[config.mk]
export PLATFORM = sky130hd
export DESIGN_NAME = eq_serial_ctrl
export DESIGN_NICKNAME = d
export VERILOG_FILES = /design/src/rtl/eq_serial_ctrl.sv
export SDC_FILE = /design/constraint.sdc
export NUM_CORES = 1
export LEC_CHECK = 0
export BUFFER_PORTS_ARGS = -buffer_cell sky130_fd_sc_hd__buf_2
export CAP_MARGIN = 20
export CORE_MARGIN = 1.5
export CORE_UTILIZATION = 40
export CTS_BUF_LIST = sky130_fd_sc_hd__clkbuf_16
export DETAILED_ROUTE_END_ITERATION = 10
export PLACE_DENSITY = 0.73
export SYNTH_ARGS = -nofsm -noshare
export SYNTH_HDL_FRONTEND = slang
export SYNTH_SLANG_ARGS = --single-unit
export TNS_END_PERCENT = 10
[constraint.sdc]
create_clock -name clk -period 1.6 [get_ports clk]
set_input_delay 0.32 -clock clk [delete_from_list [all_inputs] [get_ports clk]]
set_output_delay 0.32 -clock clk [all_outputs]
set_load 0.01 [all_outputs]
[src/rtl/eq_serial_ctrl.sv]
// Serial W-bit equality sequencer: compares 2 bits per cycle, LSB slice first,
// and reports the lowest mismatching slice. Optional macro: EARLY_EXIT_EN.
module eq_serial_ctrl #(
  parameter  int W  = 16,
  localparam int IW = $clog2(W / 2)
) (
  input  logic          clk,
  input  logic          reset,
  input  logic          start,
  input  logic [W-1:0]  a,
  input  logic [W-1:0]  b,
  output logic          ready,
  output logic          done,
  output logic          aeqb,
  output logic [IW-1:0] mm_idx
);

  localparam int N = W / 2;

  typedef enum logic [1:0] {
    S_IDLE,
    S_COMP,
    S_DONE
  } state_t;

  state_t        state_q, state_d;
  logic [W-1:0]  sa_q, sa_d;
  logic [W-1:0]  sb_q, sb_d;
  logic [IW-1:0] cnt_q, cnt_d;
  logic          mis_q, mis_d;
  logic [IW-1:0] idx_q, idx_d;
  logic          aeqb_q, aeqb_d;
  logic [IW-1:0] mm_q, mm_d;

  logic slice_eq;
  logic last_slice;
  logic comp_exit;

  assign slice_eq   = (sa_q[1:0] == sb_q[1:0]);
  assign last_slice = (cnt_q == IW'(N - 1));

  always_comb begin
    state_d = state_q;
    sa_d    = sa_q;
    sb_d    = sb_q;
    cnt_d   = cnt_q;
    mis_d   = mis_q;
    idx_d   = idx_q;
    aeqb_d  = aeqb_q;
    mm_d    = mm_q;
`ifdef EARLY_EXIT_EN
    comp_exit = last_slice || !slice_eq;
`else
    comp_exit = last_slice;
`endif

    unique case (state_q)
      S_IDLE: begin
        if (start) begin
          sa_d    = a;
          sb_d    = b;
          cnt_d   = '0;
          mis_d   = 1'b0;
          idx_d   = '0;
          state_d = S_COMP;
        end
      end
      S_COMP: begin
        sa_d = sa_q >> 2;
        sb_d = sb_q >> 2;
        if (!last_slice) cnt_d = cnt_q + 1'b1;
        if (!slice_eq && !mis_q) begin
          mis_d = 1'b1;
          idx_d = cnt_q;
        end
        // Results latch from the _d values so the slice compared on the
        // exit cycle is included.
        if (comp_exit) begin
          aeqb_d  = ~mis_d;
          mm_d    = mis_d ? idx_d : '0;
          state_d = S_DONE;
        end
      end
      S_DONE: begin
        state_d = S_IDLE;
      end
      default: begin
        state_d = S_IDLE;
      end
    endcase
  end

  always_ff @(posedge clk) begin
    if (reset) begin
      state_q <= S_IDLE;
      sa_q    <= '0;
      sb_q    <= '0;
      cnt_q   <= '0;
      mis_q   <= 1'b0;
      idx_q   <= '0;
      aeqb_q  <= 1'b0;
      mm_q    <= '0;
    end else begin
      state_q <= state_d;
      sa_q    <= sa_d;
      sb_q    <= sb_d;
      cnt_q   <= cnt_d;
      mis_q   <= mis_d;
      idx_q   <= idx_d;
      aeqb_q  <= aeqb_d;
      mm_q    <= mm_d;
    end
  end

  assign ready  = (state_q == S_IDLE);
  assign done   = (state_q == S_DONE);
  assign aeqb   = aeqb_q;
  assign mm_idx = mm_q;

endmodule

[After elaboration in Yosys (flattened, before gate mapping)]
Cells that the tools add are included.
Word-level totals
  bits in registers: 45
  latch bits: 0
  RAM bits: 0
  bits in read-only memories: 0
  input bits: 35
  output and inout port bits: 6
  word-level logic and storage cells: 43
  memories kept: 0
Operators by class
  add/sub/neg operators: 1
  multipliers: 0
  divide/modulo/power cells: 0
  order comparisons: 0
  equality and inequality tests: 7
  shift-type cells: 0
  muxes and demuxes: 17
  bitwise logic cells: 1
  reduce and logical (&&, ||, !) cells: 9
Operators by type and width (count)
  16-bit one-hot mux with 2 select lines: 2
  16-bit two-way mux: 2
  3-bit two-way mux: 4
  3-bit one-hot mux with 2 select lines: 2
  2-bit != test, second input constant: 3
  2-bit AND reduction: 3
  2-bit two-way mux: 2
  2-bit one-hot mux with 2 select lines: 1
  3-bit by 1-bit adder with 3-bit output, second input constant: 1
  3-bit equality test, second input constant: 1
  1-bit two-way mux: 3
  3-bit AND reduction: 1
  2-bit by 1-bit equality test with 1-bit output, second input constant: 1
  2-bit equality test: 1
  2-bit equality test, second input constant: 1
  1-bit logical NOT: 2
  2-bit logical NOT: 1
  1-bit one-hot mux with 2 select lines: 1
  2-bit nonzero test: 1
  1-bit logical AND: 1
  1-bit NOT: 1

[Logic depth before layout (Yosys ltp)]
  word-level depth: 6
  mapped depth: 6
  mapped depth without buffers: 6

[Worst setup path after synthesis]
No wires, ideal clock.
  kind: reg-to-reg
  start: reg cnt_q[0]
  end: reg cnt_q[1]
  library setup time: 128 ps
  arrival: 1180 ps
  data required time: 1472 ps
  path slack: 293 ps
  stages on the path, launching flop included: 7
  buffers on the path: 0
  clock period less this slack: 1307 ps
  cell sequence: dfxtp_1 ha_1 ha_1 nor2b_1 o21ai_1 a22oi_1 nor2_1
Between the ends
  longest elaborated chain between the ends: 3
  elaborated cells on any way between the ends: 6
  classes of those cells: add/sub: 1; eq/ne: 2; mux: 2; reduce/logical: 1
Ends and longest elaborated chain
  start, declared: RTL line 29  | logic [IW-1:0] cnt_q, cnt_d;
  start signal, assigned: RTL line 107  | cnt_q <= cnt_d;
  3-bit by 1-bit adder with 3-bit output / 3-bit equality test (equally long branches): RTL line 71, 40
  3-bit two-way mux / 2-bit != test (equally long branches)
  3-bit one-hot mux with 2 select lines / 3-bit AND reduction (equally long branches)
Several ways; a longest one is shown, not always the timed one. The select of a mux whose other input is x is not followed.
A chain may end at the register's enable or synchronous reset.

[Final worst setup path]
  start: reg state_q[1]
  end: out ready
Between the ends
  longest elaborated chain between the ends: 1
Ends and longest elaborated chain
  start, declared: RTL line 26  | state_t state_q, state_d;
  start signal, assigned: RTL line 104  | state_q <= state_d;
  2-bit logical NOT: RTL line 115  | assign ready = (state_q == S_IDLE);
  end, declared: RTL line 12  | output logic ready,
No other way between the ends.

==> summary.txt <==
Run status
  • Status: finished, final reports clean

Global routing
  • Total gr overflow: 0
  • Vias in the first global route: 2011
  • GRT Util Overall: 18.5%
  • Largest net degree at the start of global routing: 31
  • First-pass GRT wire length: 8860 um
  • Antenna violations before repair: 0

Floorplanning
  • Initial Util: between 40% and 50%
  • Ports: approximately 40
  • Die width: 76.8 um
  • Core area: just over 5000 um^2
  • Row Count: 26
  • Die area: 5900 um^2
  • Die Height: ~77 um

Place
  • Port-buffer cells: 40
  • Dpl ws: 0.117 ns
  • GP Congestion: 0.806
  • Hpwl dp: 3480 um
  • Number of cells after detailed placement: 358

Layout
  • Nets: roughly 330
  • Area taken by multi-input logic gates: 1110 um^2
  • Share of layout cells above drive strength 1: 23.0%
  • Diodes inserted: 0
  • Synthesis-to-finish area growth: 18.1%
  • Register area: ~900 um^2
  • Filler cells: 531
  • Final non-filler cell total: 366

Synth
  • Mux contribution to synthesized area: 0%
  • Simple-gate share of the synthesized area: 16.9%
  • Ys async rst share: 0%
  • Post-synth top area cell: dfxtp_1
  • Synth top cells by count: dfxtp_1 (45), nor2_1 (43), a21oi_1 (28)
  • #FFs+latches synth: between 40 and 50
  • EDFF count, synth: 0
  • Ys Warns: 0
  • Compound-cell area share of the yosys netlist: 32.3%
  • Cells after synthesis: 260
  • Synth top area share: 41.3%
  • Syn_area_per_cell: 8.38 um^2
  • Syn nets: 297
  • Cell Area, Synth: 2180 um^2
  • Netlist cell types: 35
  • Xor/xnor share of the synthesized area: less than 1%
  • Synth area leaders: dfxtp_1 (41%), nor2_1 (7.4%), a21oi_1 (6.4%)
  • Count leader, synth: dfxtp_1
  • Post-synth top flop: dfxtp_1
  • Sequential share of the synthesized area: a little over 40%
  • Largest family of logic cells by synthesized area: compound AO/OA/AOI/OAI gates
  • Adder-cell share of the synthesized area: 1.15%

Clock network
  • CTS tree: yes
  • Htree depth: 2
  • CTS buffer count: 5
  • CTS max path bufs: 2
  • CTS Root Cell: clkbuf_16
  • Clk slew on worst S/H paths: 0.06 ns
  • Postcts setup bufs: 0
  • Clock latency on the worst-skew pair: 0.29 ns
  • # clock sinks: between 40 and 50

Worst setup path
  • CP Launch Type: flop
  • Worst reg-to-reg setup slack: 0.12 ns
  • Crit path max fanout: 16
  • Reg-to-reg endpoint: cnt_q[2]
  • CP required: 1.28 ns
  • R2R depth: 6
  • FF-to-FF Start: cnt_q[0]
  • CP Cell Sequence: buf_6 > nor2_1 > buf_2
  • Arr. time, crit path: 1.18 ns
  • Delay of the slowest critical-path stage: 0.47 ns
  • CP endpoint kind: output port
  • Critical path class: reg2out
  • CP max-delay cell: dfxtp_1

Min path
  • Min-Delay Path Class: in2reg
  • Hold EP: sb_q[14]
  • Hold Startpoint: b[14]
  • Hold path cells: 3

Timing
  • Fmax: 665 MHz
  • Final Hold Viols: 0
  • Pins Over Slew Limit: 0
  • RSZ-0062 raised after global routing: no
  • Worst slew pin tran: 0.436 ns
  • Slew HR: between 70 and 80%
  • Post-route minimum period: about 1.5 ns
  • Clock skew: ~0.0095 ns
  • Final setup fails: 0
  • Setup TNS: 0 ns
  • Final Cycle Share: 93.9%
  • Setup ws final: 0.0970 ns

Drt
  • Drt first pass iters: 4
  • Via count: 1984
  • First DRT Iteration DRCs: 168
  • Post-route antenna net violation count: 0
  • # DRC: 0
  • Final WL: approximately 5000 um
  • Avg Vias per Cell: 5.42
  • WL/cell: 14.0 um

Power
  • Peak supply drop: 0.000572 V
  • Leak: 1.07 nW
  • Power Dens Cells: 1050 nW/um^2

Run
  • Max Cap Viol: 0
-- stage by stage --
step                      power [mW]  util [%]  cell area, um^2  hold WS (ns)
after CTS                       2.71      49.7             2570         0.279
after global routing            2.80      49.8             2570         0.314
after detailed placement        1.70      46.9             2420         0.448
after floorplan                 1.58         -             2180         0.432
after global placement          1.69      46.9             2420         0.442
final                           2.69      49.8             2570         0.286
-- worst max path at each step --
stage | from | end | slack, ns | cells past startpoint
floorplan | cnt_q[0] | cnt_q[1] | 0.29 | 6
global placement | cnt_q[0] | cnt_q[2] | 0.22 | 6
detailed placement | cnt_q[0] | cnt_q[1] | 0.12 | 6
CTS | state_q[1] | done | 0.09 | 3
global route | cnt_q[0] | cnt_q[1] | 0.001 | 6
finish | state_q[1] | ready | 0.1 | 3
-- critical path, delay by kind of cell (launching register included) --
family	cells	cell delay, ns
buffers and inverters	2	0.36
AND/OR/NAND/NOR	1	0.05
flip-flops	1	0.47
-- logic make-up after synthesis --
kind of cell,Yosys count
xor+xnor,2
flops,45
simple gates,85
compound gates,97
fa+ha+maj,2
buf+inv,29
-- flip-flops by register name, indices dropped and copies added, names as in the netlist --
signal / count
sb_q: 16
cnt_q: 3
idx_q: 3
aeqb: 1
mm_idx: 3
sa_q: 16
state_q: 2
mis_q: 1
-- layout by cell type, fill, tap and decap left out, types with 4 or more instances in the layout --
cell type and n:
dfxtp_1 45, nor2_1 43, buf_2 40, a21oi_1 28
nand2_1 21, o21ai_0 15, o221ai_1 15, o221a_1 11
buf_4 10, a2bb2oi_1 6, nor2b_1 5, clkbuf_16 5
inv_1 4, a221oi_1 4, nor3_1 4, o21a_1 4
nand3_1 4
-- per-layer routing --
layer  GRT usage [%]  vias up  part of all wire, %
li1                -     1022                    -
met1            24.7      907                   51
met2            28.4       45                   43
met3            2.74       10                  3.3
met4            10.0        0                  2.5
met5               0        -                    0
-- cell type report --
type	count	share of cell area, %
clock buffers	5	4.86
flip-flops and latches	45	35.0
repair buffers	52	11.9
well taps	70	3.40
clock inverters	3	0.729
multi-input cells	186	43.3
inverters	5	0.826
-- where the power goes --
part           switching, mW  internal [mW]  total (mW)  leakage, nW
Clock                  0.442          0.573        1.01       0.0672
Sequential            0.0629           1.21        1.27        0.371
Combinational          0.220          0.188       0.408        0.628
Total                  0.725           1.97        2.69         1.07
-- repair_timing --
item / in CTS / in global routing
hold buffers: 0 / 0
gates resized for setup: 0 / 3
setup endpoints to repair: 0 / 1
endpoints found under the hold margin: 0 / 0
No activity file was read; power rests on OpenSTA's default activity.
